`src/rtl/disparity_search_ctrl_if.sv`:
```
// Handshake/bus bundle between the disparity search controller and its environment
// (start/abort control, SAD array drive and feedback, disparity result stream).
// slave = the controller; master = the host / SAD array / map writer side.
interface disparity_search_ctrl_if #(
    parameter int WIN          = 7,
    parameter int DATA_SIZE    = 8,
    parameter int IMG_W        = 64,
    parameter int MAX_DISP     = 32,
    parameter int DISP_THREADS = 8
);
    localparam int G        = MAX_DISP / DISP_THREADS;
    localparam int SAD_BITS = $clog2(WIN * WIN * ((1 << DATA_SIZE) - 1) + 1);
    localparam int COL_W    = $clog2(IMG_W);
    localparam int GRP_W    = (G > 1) ? $clog2(G) : 1;
    localparam int DISP_W   = $clog2(MAX_DISP);

    logic                             start;
    logic                             abort;
    logic [DISP_THREADS*SAD_BITS-1:0] sad_val;
    logic [COL_W-1:0]                 col_index;
    logic [GRP_W-1:0]                 group_idx;
    logic                             busy;
    logic                             disp_valid;
    logic                             disp_ready;
    logic [DISP_W-1:0]                disp_out;
    logic [SAD_BITS-1:0]              disp_cost;
    logic                             row_done;

    modport master (
        output start, abort, sad_val, disp_ready,
        input  col_index, group_idx, busy, disp_valid, disp_out, disp_cost, row_done
    );

    modport slave (
        input  start, abort, sad_val, disp_ready,
        output col_index, group_idx, busy, disp_valid, disp_out, disp_cost, row_done
    );
endinterface

```
`src/rtl/disparity_search_ctrl.sv`:
```
// Sequences the shared SAD array over one row: every valid column x every candidate group, min-reduced.
// Latency: k*(SAD_LAT+1) cycles from column start to disp_valid, k = groups evaluated (early exit on SAD 0).
// Backpressure: result held in OUTPUT while disp_ready is low; disp_valid is registered, no ready->valid path.
// Ports: clk, rst (async, active-high); bus (slave modport): start/abort, sad_val in, col_index/group_idx
// out to the SAD array, busy, disp_valid/disp_ready/disp_out/disp_cost stream, row_done pulse.
module disparity_search_ctrl #(
    parameter int WIN          = 7,
    parameter int DATA_SIZE    = 8,
    parameter int IMG_W        = 64,
    parameter int MAX_DISP     = 32,
    parameter int DISP_THREADS = 8,
    parameter int SAD_LAT      = 2
) (
    input  logic                      clk,
    input  logic                      rst,
    disparity_search_ctrl_if.slave    bus
);
    localparam int G        = MAX_DISP / DISP_THREADS;
    localparam int NUM_COLS = IMG_W - WIN - MAX_DISP + 2;
    localparam int SAD_BITS = $clog2(WIN * WIN * ((1 << DATA_SIZE) - 1) + 1);
    localparam int COL_W    = $clog2(IMG_W);
    localparam int GRP_W    = (G > 1) ? $clog2(G) : 1;
    localparam int DISP_W   = $clog2(MAX_DISP);
    localparam int CNT_W    = (SAD_LAT > 1) ? $clog2(SAD_LAT) : 1;

    localparam logic [1:0] S_IDLE   = 2'd0;
    localparam logic [1:0] S_SETTLE = 2'd1;
    localparam logic [1:0] S_REDUCE = 2'd2;
    localparam logic [1:0] S_OUTPUT = 2'd3;

    logic [1:0]          state;
    logic [CNT_W-1:0]    settle_cnt;
    logic [COL_W-1:0]    col_q;
    logic [GRP_W-1:0]    grp_q;
    logic [SAD_BITS-1:0] best_sad;
    logic [DISP_W-1:0]   best_disp;
    logic                busy_q;
    logic                valid_q;
    logic                row_done_q;
    logic [DISP_W-1:0]   disp_out_q;
    logic [SAD_BITS-1:0] disp_cost_q;

    // Group reduction: strict compare while scanning upward, so the lowest lane wins ties.
    logic [SAD_BITS-1:0] grp_min;
    logic [DISP_W-1:0]   grp_min_disp;
    always_comb begin
        grp_min      = bus.sad_val[SAD_BITS-1:0];
        grp_min_disp = DISP_W'(int'(grp_q) * DISP_THREADS);
        for (int d = 1; d < DISP_THREADS; d++) begin
            if (bus.sad_val[SAD_BITS*d +: SAD_BITS] < grp_min) begin
                grp_min      = bus.sad_val[SAD_BITS*d +: SAD_BITS];
                grp_min_disp = DISP_W'(int'(grp_q) * DISP_THREADS + d);
            end
        end
    end

    // Strict cross-group compare keeps the earlier (lower) disparity on ties.
    logic                update;
    logic [SAD_BITS-1:0] new_best;
    logic [DISP_W-1:0]   new_best_disp;
    assign update        = (grp_min < best_sad);
    assign new_best      = update ? grp_min : best_sad;
    assign new_best_disp = update ? grp_min_disp : best_disp;

    always_ff @(posedge clk or posedge rst) begin
        if (rst) begin
            state       <= S_IDLE;
            settle_cnt  <= '0;
            col_q       <= '0;
            grp_q       <= '0;
            best_sad    <= '1;
            best_disp   <= '0;
            busy_q      <= 1'b0;
            valid_q     <= 1'b0;
            row_done_q  <= 1'b0;
            disp_out_q  <= '0;
            disp_cost_q <= '0;
        end else begin
            row_done_q <= 1'b0;
            if (bus.abort && state != S_IDLE) begin
                state      <= S_IDLE;
                settle_cnt <= '0;
                col_q      <= '0;
                grp_q      <= '0;
                best_sad   <= '1;
                best_disp  <= '0;
                busy_q     <= 1'b0;
                valid_q    <= 1'b0;
            end else begin
                case (state)
                    S_IDLE: begin
                        if (bus.start) begin
                            state      <= S_SETTLE;
                            settle_cnt <= '0;
                            col_q      <= '0;
                            grp_q      <= '0;
                            best_sad   <= '1;
                            best_disp  <= '0;
                            busy_q     <= 1'b1;
                        end
                    end
                    S_SETTLE: begin
                        // Wait out the SAD array pipeline for the current col/group.
                        if (settle_cnt == CNT_W'(SAD_LAT - 1)) begin
                            settle_cnt <= '0;
                            state      <= S_REDUCE;
                        end else begin
                            settle_cnt <= settle_cnt + 1'b1;
                        end
                    end
                    S_REDUCE: begin
                        best_sad  <= new_best;
                        best_disp <= new_best_disp;
                        if (new_best == '0 || grp_q == GRP_W'(G - 1)) begin
                            state       <= S_OUTPUT;
                            valid_q     <= 1'b1;
                            disp_out_q  <= new_best_disp;
                            disp_cost_q <= new_best;
                        end else begin
                            grp_q <= grp_q + 1'b1;
                            state <= S_SETTLE;
                        end
                    end
                    S_OUTPUT: begin
                        if (bus.disp_ready) begin
                            valid_q   <= 1'b0;
                            grp_q     <= '0;
                            best_sad  <= '1;
                            best_disp <= '0;
                            if (col_q != COL_W'(NUM_COLS - 1)) begin
                                col_q <= col_q + 1'b1;
                                state <= S_SETTLE;
                            end else begin
                                col_q      <= '0;
                                busy_q     <= 1'b0;
                                row_done_q <= 1'b1;
                                state      <= S_IDLE;
                            end
                        end
                    end
                    default: state <= S_IDLE;
                endcase
            end
        end
    end

    assign bus.col_index  = col_q;
    assign bus.group_idx  = grp_q;
    assign bus.busy       = busy_q;
    assign bus.disp_valid = valid_q;
    assign bus.disp_out   = disp_out_q;
    assign bus.disp_cost  = disp_cost_q;
    assign bus.row_done   = row_done_q;
endmodule

```
`src/flat_wrapper.sv`:
```
// flat-port wrapper written by rule: the top's interface ports become plain ports
module disparity_search_ctrl_flat 
#(
    parameter int WIN          = 7,
    parameter int DATA_SIZE    = 8,
    parameter int IMG_W        = 64,
    parameter int MAX_DISP     = 32,
    parameter int DISP_THREADS = 8,
    parameter int SAD_LAT      = 2
)
  (clk, rst, bus_start, bus_abort, bus_sad_val, bus_disp_ready, bus_col_index, bus_group_idx, bus_busy, bus_disp_valid, bus_disp_out, bus_disp_cost, bus_row_done);
  disparity_search_ctrl_if #(.WIN(WIN), .DATA_SIZE(DATA_SIZE), .IMG_W(IMG_W), .MAX_DISP(MAX_DISP), .DISP_THREADS(DISP_THREADS)) bus_i ();
  input  logic clk;
  input  logic rst;
  input wire logic [$bits(bus_i.start)-1:0] bus_start;
  input wire logic [$bits(bus_i.abort)-1:0] bus_abort;
  input wire logic [$bits(bus_i.sad_val)-1:0] bus_sad_val;
  input wire logic [$bits(bus_i.disp_ready)-1:0] bus_disp_ready;
  output wire logic [$bits(bus_i.col_index)-1:0] bus_col_index;
  output wire logic [$bits(bus_i.group_idx)-1:0] bus_group_idx;
  output wire logic [$bits(bus_i.busy)-1:0] bus_busy;
  output wire logic [$bits(bus_i.disp_valid)-1:0] bus_disp_valid;
  output wire logic [$bits(bus_i.disp_out)-1:0] bus_disp_out;
  output wire logic [$bits(bus_i.disp_cost)-1:0] bus_disp_cost;
  output wire logic [$bits(bus_i.row_done)-1:0] bus_row_done;
  assign bus_i.start = bus_start;
  assign bus_i.abort = bus_abort;
  assign bus_i.sad_val = bus_sad_val;
  assign bus_i.disp_ready = bus_disp_ready;
  assign bus_col_index = bus_i.col_index;
  assign bus_group_idx = bus_i.group_idx;
  assign bus_busy = bus_i.busy;
  assign bus_disp_valid = bus_i.disp_valid;
  assign bus_disp_out = bus_i.disp_out;
  assign bus_disp_cost = bus_i.disp_cost;
  assign bus_row_done = bus_i.row_done;
  disparity_search_ctrl #(.WIN(WIN), .DATA_SIZE(DATA_SIZE), .IMG_W(IMG_W), .MAX_DISP(MAX_DISP), .DISP_THREADS(DISP_THREADS), .SAD_LAT(SAD_LAT)) u_core (.clk(clk), .rst(rst), .bus(bus_i));
endmodule
```
`config.mk`:
```
export PLATFORM = sky130hd
export DESIGN_NAME = disparity_search_ctrl_flat
export DESIGN_NICKNAME = d
export VERILOG_FILES = /design/src/rtl/disparity_search_ctrl_if.sv /design/src/rtl/disparity_search_ctrl.sv /design/src/flat_wrapper.sv
export SDC_FILE = /design/constraint.sdc
export NUM_CORES = 1
export LEC_CHECK = 0
export ABC_CLOCK_PERIOD_IN_PS = 3550
export BUFFER_PORTS_ARGS = -buffer_cell sky130_fd_sc_hd__buf_2
export CAP_MARGIN = 0
export CORE_MARGIN = 4
export CORE_UTILIZATION = 57
export DETAILED_ROUTE_END_ITERATION = 6
export PLACE_DENSITY_LB_ADDON = 0.2
export SLEW_MARGIN = 20
export SYNTH_ARGS = -nofsm -noshare
export SYNTH_HDL_FRONTEND = slang
export SYNTH_SLANG_ARGS = --single-unit
```
`constraint.sdc`:
```
create_clock -name clk -period 3.55 [get_ports clk]
set_input_delay 0.1775 -clock clk [delete_from_list [all_inputs] [get_ports clk]]
set_output_delay 0.1775 -clock clk [all_outputs]
set_load 0.01 [all_outputs]
```
==> results.toml, run 1 <==
[placed_design]
gp_congestion = 0.9907
place.detailed.hpwl_um = 20160
port_buffers = 146

[logic_synthesis]
synth-edff-count = 0
synthArstFlopShare_pct = 100.0
synthCells = 893
ys_types = 79
syn_area_per_cell_um2 = 7.894
yosysWarnings = 0
syn-num-nets = 1107
seq_area_frac_synth_pct = 18.71
syn_area_um2 = 7049
ys_dominant_reg_cell = "dfrtp_1"
ys_ff_latch = 52

[cts]
cts_buffer_depth = 2
cts_num_sinks = 52
ctsHtreeMaxLevel = 2
cts-root-buf = "clkbuf_16"
cts_made_buffers = 5

[global_routing]
grt_max_degree = 29
grt-ovfl-total = 24
grt_pass1_wl_um = 73340
track_usage_pct = 66.81
grt_pass1_vias = 12950

[floorplanning]
start_util_pct = 58.44
num_rows = 40
fp.dieH_um = 119.2
io_pins = 147
die_w_um = 119.2

[run_status]
tool.error = "[ERROR GRT-0116] Global routing finished with congestion. Check the congestion regions in the DRC Viewer."
outcome = "did not finish"
stop_stage = "global routing (5_1_grt)"
## repair_timing
item,in CTS
hold buffers,1
buffers inserted,52
endpoints found under the setup margin,42
pin swaps,62
cloned,5
resized for setup,185
endpoints found under the hold margin,27
## cells by family after synthesis
family | synth area share (%)
flip-flops | 18.71
buffers and inverters | 6.727
AND/OR/NAND/NOR | 17.75
multiplexers | 10.22
XOR/XNOR | 1.615
adder cells (fa/ha/maj) | 17.64
AO/OA/AOI/OAI | 27.33
## cell usage after synthesis (12+ instances only)
| cell | instances | area [um2] |
|---|---|---|
| nand4_1 | 14 | 87.58 |
| o22a_1 | 13 | 113.9 |
| dfstp_2 | 14 | 367.9 |
| dfrtp_1 | 38 | 950.9 |
| mux2_2 | 26 | 292.8 |
| a21oi_1 | 73 | 365.4 |
| nand3_1 | 22 | 110.1 |
| o21ai_0 | 65 | 325.3 |
| ha_1 | 97 | 1214 |
| clkbuf_1 | 24 | 90.09 |
| nand2_1 | 68 | 255.2 |
| inv_1 | 92 | 345.3 |
| nor3_1 | 12 | 60.06 |
| a21o_1 | 28 | 210.2 |
| mux2i_1 | 26 | 260.3 |
| nor2_1 | 73 | 274.0 |
## layer usage
| layer | global-route usage [%] | GRT overflow |
|---|---|---|
| met5 | 14.71 | 0 |
| met2 | 87.57 | 14 |
| met1 | 65.68 | 0 |
| met4 | 67.99 | 10 |
| met3 | 46.68 | 0 |
## through the flow
stage               worst slack [ns]  cells  utilization, %  cell area, um2
floorplan                     -12.74    893               -            7520
global placement              -12.05   1445           84.69           10210
detailed placement            -12.80   1445           84.69           10210
CTS                           -11.66   1511           96.41           11630
==> run 2, diff against run 1 <==
--- a/config.mk
+++ b/config.mk
@@ -9,9 +9,9 @@
 export BUFFER_PORTS_ARGS = -buffer_cell sky130_fd_sc_hd__buf_2
 export CAP_MARGIN = 0
 export CORE_MARGIN = 4
-export CORE_UTILIZATION = 57
+export CORE_UTILIZATION = 40
 export DETAILED_ROUTE_END_ITERATION = 6
-export PLACE_DENSITY_LB_ADDON = 0.2
+export PLACE_DENSITY_LB_ADDON = 0.15
 export SLEW_MARGIN = 20
 export SYNTH_ARGS = -nofsm -noshare
 export SYNTH_HDL_FRONTEND = slang
==> results.toml, run 2 <==
[floorplanning]
num_rows = 48
start_util_pct = 40.76
io_pins = 147
coreArea_um2 = 17300
dieArea_um2 = 19810
die_w_um = 140.8
fp.dieH_um = 140.8

[sta]
setup_viol = 42
hold_ws_ns = 0.01487
slew_headroom_pct = 49.46
fin_crit_ns = 15.58
skew_ns = 0.006466
setup_tns_ns = -493.55
worst_slew_pin_slew_ns = 0.7570
rsz0062_at_grt = "true"
timing.fmax_mhz = 64.17
min_period_over_period_pct = 439.0
drv_slew = 0
fin_ws_ns = -12.03
final_hold_viol_count = 0

[logic_synthesis]
ys_ff_latch = 52
syn_area_per_cell_um2 = 7.894
yosysWarnings = 0
synth_top_area_share_pct = 17.22
ys_types = 79
syn_area_um2 = 7049
synthCells = 893
synthArstFlopShare_pct = 100.0
yosys-top-cells-count = "ha_1, inv_1, a21oi_1, nor2_1, nand2_1"
ys_dominant_reg_cell = "dfrtp_1"
synth.most_common_cell = "ha_1"
synthTopCellsByArea = "ha_1, dfrtp_1, dfstp_2"
syn-num-nets = 1107
synth-edff-count = 0
seq_area_frac_synth_pct = 18.71
synth_top_area_cell = "ha_1"

[global_routing]
antenna_found_initial = 1
track_usage_pct = 25.17
grt-ovfl-total = 0
grt_max_degree = 36
grt_pass1_wl_um = 41720
grt_pass1_vias = 8619

[drt]
postRouteWirelength_um = 26650
vias = 8691
dr.pass1.iters = 7
drt_iter0_drc = 539
vias_per_cell = 5.395
wl_per_cell_um = 16.54
drc = 2
detail-route-antenna-nets = 0

[worst_setup_path]
r2r_start = "u_core.best_sad[3]$_DFFE_PP1P_"
crit_fanout = 8
r2r_cells = 16
slowest_delay_ns = 0.44
cp.required_ns = 3.73
rrSetupSlack_ns = 0.08
crit_path_start_kind = "input port"
rr_endpoint = "u_core.bus.disp_cost[8]$_DFFE_PP0P_"
crit_top_cell = "buf_4"
end_kind = "flop"
crit_arrival_ns = 15.76
crit_path_top_delay_cell = "a311oi_2"
criticalPathCategory = "in2reg"

[layout]
final_net_count = 1599
layout_commonest_cell = "buf_4"
drive_above_1_share_pct = 54.83
num_antenna_cells = 0
fin_cells = 1611
utilization_pct = 70.77
multi_input_area_um2 = 6357
area_growth_pct = 73.64
fillers = 1348
final_cell_mix = "buf_4, buf_2, ha_1"
ff_latch_area_um2 = 1319

[placed_design]
dp_cells = 1509
place.detailed.hpwl_um = 19380
gp_congestion = 0.9105
port_buffers = 146

[pwr]
leakagePower_nw = 6.246
p_total_w = 0.009272
ir_drop_mv = 0.4724
pwr_density_cell_nw_per_um2 = 757.4

[cts]
cts_num_sinks = 52
cts-root-buf = "clkbuf_16"
cts.hold.buffers_added = 0
cts_made_buffers = 5
cts_buffer_depth = 2
cts_tree = "built"
clk_pin_slew_worst_paths_ns = 0.06
clkLatencyLatePin_ns = 0.30
ctsHtreeMaxLevel = 2

[run_status]
violations = "design-rule violations, negative setup slack"
outcome = "finished with violations"

[min_path]
hold_class = "in2async"

[flow_run]
max_cap_viol_count = 0
[run 2: cell counts after synthesis]
No cell type changed its count.
[run 2: cell families after synthesis]
family,count (synthesis),synth area share (%)
AOI/OAI and AO/OA,283,27.33
buffers and inverters,122,6.727
and+or+nand+nor,257,17.75
DFF,52,18.71
adders and majority gates,100,17.64
xor gates and xnor gates,13,1.615
muxes,66,10.22
[run 2: worst max-delay path, delay by kind of cell]
kind / cells / cell delay, ns
AND/OR/NAND/NOR: 23 / 3.98
AO/OA/AOI/OAI: 34 / 6.33
multiplexers: 5 / 1.10
adder cells (fa/ha/maj): 8 / 1.89
buffers and inverters: 17 / 2.26
[run 2: final cells by class]
type,count,share of cell area [%]
clock buffer,6,1.053
clock inverter,2,0.2862
inverter,92,3.067
multi-input combinational,723,51.94
sequential,52,10.77
tap,225,2.300
timing repair buffer,511,30.58
[run 2: repair_timing]
item	in CTS	in global routing
resized for setup	164	71
pin swaps	47	64
endpoints found under the setup margin	42	42
setup buffers	69	23
cloned	8	0
[run 2: per-layer routing]
metal / share of wire, % / track usage, %
met1: 43 / 33.03
met2: 48 / 42.94
met3: 5.1 / 4.104
met4: 3.0 / 6.833
met5: 0.026 / 0
[run 2: worst max path at each step]
| stage | slack [ns] | depth (start not counted) | startpoint | to |
|---|---|---|---|---|
| final | -12.03 | 87 | bus_sad_val[11] | u_core.bus.disp_cost[8]$_DFFE_PP0P_ |
| after CTS | -11.59 | 82 | bus_sad_val[12] | u_core.bus.disp_out[0]$_DFFE_PP0P_ |
| after global routing | -12.68 | 87 | bus_sad_val[13] | u_core.bus.disp_cost[8]$_DFFE_PP0P_ |
| after global placement | -12.41 | 79 | bus_sad_val[11] | u_core.bus.disp_out[0]$_DFFE_PP0P_ |
| after detailed placement | -12.87 | 79 | bus_sad_val[11] | u_core.bus.disp_out[0]$_DFFE_PP0P_ |
| after floorplan | -12.74 | 89 | bus_sad_val[12] | u_core.bus.disp_cost[0]$_DFFE_PP0P_ |
[run 2: where the power goes]
group | switching (W) | internal (W)
clock | 0.000217 | 0.000332
combinational | 0.00377 | 0.00397
sequential | 0.000143 | 0.000836
[run 2: per-stage QoR]
step                      cell area (um2)  setup slack, ns
final                               12240           -12.03
after global routing                12240           -12.68
after CTS                           11790           -11.59
after detailed placement            10350           -12.87
after global placement              10350           -12.41
after floorplan                      7520           -12.74
Note: power is estimated with default switching activity, not from simulation.
==> run 3, diff against run 2 <==
--- a/config.mk
+++ b/config.mk
@@ -5,7 +5,7 @@
 export SDC_FILE = /design/constraint.sdc
 export NUM_CORES = 1
 export LEC_CHECK = 0
-export ABC_CLOCK_PERIOD_IN_PS = 3550
+export ABC_CLOCK_PERIOD_IN_PS = 14600
 export BUFFER_PORTS_ARGS = -buffer_cell sky130_fd_sc_hd__buf_2
 export CAP_MARGIN = 0
 export CORE_MARGIN = 4
==> constraint.sdc (replaced) <==
create_clock -name clk -period 14.6 [get_ports clk]
set_input_delay 0.73 -clock clk [delete_from_list [all_inputs] [get_ports clk]]
set_output_delay 0.73 -clock clk [all_outputs]
set_load 0.01 [all_outputs]
==> results.toml, run 3 (synthesis gave the netlist of run 2 again) <==
[cts]
cts-root-buf = "clkbuf_16"
ctsHtreeMaxLevel = 2
cts_num_sinks = 52
cts_buffer_depth = 2
cts_tree = "built"
clkLatencyLatePin_ns = 0.30
clk_pin_slew_worst_paths_ns = 0.07
cts_made_buffers = 5

[placed_design]
place.detailed.hpwl_um = 18910
gp_congestion = 0.8952
port_buffers = 146
dp_slack_ns = -2.265
dp_cells = 1436

[pwr]
leakagePower_nw = 5.711
p_total_w = 0.002193
pwr_density_cell_nw_per_um2 = 191.6
ir_drop_mv = 0.1293

[floorplanning]
die_w_um = 140.8
num_rows = 48
io_pins = 147
start_util_pct = 40.76
dieArea_um2 = 19810
fp.dieH_um = 140.8
coreArea_um2 = 17300

[layout]
area_growth_pct = 62.41
drive_above_1_share_pct = 51.09
layout_commonest_cell = "buf_4"
final_cell_mix = "buf_4, buf_2, inv_1"
fin_cells = 1506
final_net_count = 1493

[sta]
setup_viol = 42
worst_slew_pin_slew_ns = 0.8230
fin_crit_ns = 15.94
min_period_over_period_pct = 109.2
skew_ns = 0.008050
rsz0062_at_grt = "true"
drv_slew = 0
fin_ws_ns = -1.342
timing.fmax_mhz = 62.73
setup_tns_ns = -44.10
final_hold_viol_count = 0
slew_headroom_pct = 44.98

[global_routing]
grt_pass1_wl_um = 39940
track_usage_pct = 24.01
antenna_found_initial = 2
grt_pass1_vias = 8230
grt-ovfl-total = 0
grt_max_degree = 53

[drt]
postRouteWirelength_um = 25210
wl_per_cell_um = 16.74
dr.pass1.iters = 5
vias_per_cell = 5.442
drc = 0
drt_iter0_drc = 379
detail-route-antenna-nets = 0
vias = 8196

[worst_setup_path]
slowest_delay_ns = 0.43
r2r_cells = 13
crit_path_start_kind = "input port"
crit_fanout = 8
rr_endpoint = "u_core.bus.disp_cost[6]$_DFFE_PP0P_"
crit_top_cell = "ha_4"
r2r_start = "u_core.best_sad[2]$_DFFE_PP1P_"
rrSetupSlack_ns = 11.22
crit_path_top_delay_cell = "or4_4"
crit_arrival_ns = 16.13
end_kind = "flop"
criticalPathCategory = "in2reg"
cp.required_ns = 14.79

[run_status]
outcome = "finished with violations"
violations = "negative setup slack"

[min_path]
hold_class = "reg2reg"
whs_path_depth = 2
min-delay-start = "u_core.bus.disp_out[2]$_DFFE_PP0P_"
min_to = "u_core.bus.disp_out[2]$_DFFE_PP0P_"

[flow_run]
max_cap_viol_count = 0
[run 3: cell count changes in the layout (fill, tap and decap cells not counted), moves of 3 or more]
cell / delta
nor2_1: -4
a21oi_4: +4
mux2_2: -4
nor2_2: +7
buf_4: -104
nor2_4: -3
ha_1: -3
o21ai_0: +3
ha_4: +3
mux2_4: +4
[run 3: metrics by stage]
| stage | hold slack [ns] | cell area, um2 | utilization [%] |
|---|---|---|---|
| after global routing | 0.5212 | 11450 | 66.19 |
| after CTS | 0.4930 | 10970 | 63.41 |
| final | 0.4856 | 11450 | 66.19 |
| after detailed placement | 0.4773 | 9794 | 56.63 |
| after floorplan | 0.4603 | 7520 | - |
| after global placement | 0.4795 | 9794 | 56.63 |
[run 3: worst max path at each step]
stage                                from                                    to  slack, ns  cells after the start
after floorplan           bus_sad_val[12]   u_core.bus.disp_cost[0]$_DFFE_PP0P_      -2.24                     89
after global placement    bus_sad_val[11]    u_core.bus.disp_out[0]$_DFFE_PP0P_      -1.81                     78
after detailed placement  bus_sad_val[12]  u_core.bus.disp_cost[11]$_DFFE_PP0P_      -2.26                     78
after CTS                 bus_sad_val[13]   u_core.bus.disp_cost[1]$_DFFE_PP0P_      -1.06                     81
after global routing      bus_sad_val[12]   u_core.bus.disp_cost[4]$_DFFE_PP0P_      -2.11                     83
final                     bus_sad_val[12]   u_core.bus.disp_cost[6]$_DFFE_PP0P_      -1.34                     80
[run 3: what timing repair did]
item / in CTS / in global routing
hold endpoints to repair: 0 / 0
hold buffers: 0 / 0
resized for setup: 144 / 84
endpoints found under the setup margin: 42 / 42
setup buffers: 35 / 23
cloned: 7 / 1
pin swaps: 32 / 61
[run 3: cell type report]
class                   count  area (um2)
clock inverters             3       90.09
clock buffers               5       125.1
well taps                 225       281.5
repair buffers            405        2897
inverters                  92       375.4
multi-input cells         723        6359
diodes                      1       2.502
flip-flops and latches     52        1319
fillers                  1474        5848
[run 3: critical path: cells and delay by family]
| kind | cells | cell delay [ns] |
|---|---|---|
| buffers and inverters | 8 | 0.84 |
| AOI/OAI and AO/OA | 39 | 7.27 |
| muxes | 6 | 1.54 |
| adders and majority gates | 8 | 2.09 |
| and+or+nand+nor | 19 | 3.62 |
[run 3: per-layer routing]
metal | routed length [um] | vias up | global-route usage, %
met1 | 11220 | 3854 | 31.86
li1 | - | 4091 | -
met3 | 1254 | 42 | 3.087
met5 | 7 | - | 0
met2 | 12300 | 207 | 42.06
met4 | 437 | 2 | 4.742
[run 3: report_power, final]
group / leakage, nW / switching, W / internal [W]
logic: 4.95 / 0.000874 / 0.000910
clock network: 0.104 / 0.0000562 / 0.000116
registers: 0.662 / 0.0000343 / 0.000203
total: 5.71 / 0.000964 / 0.00123
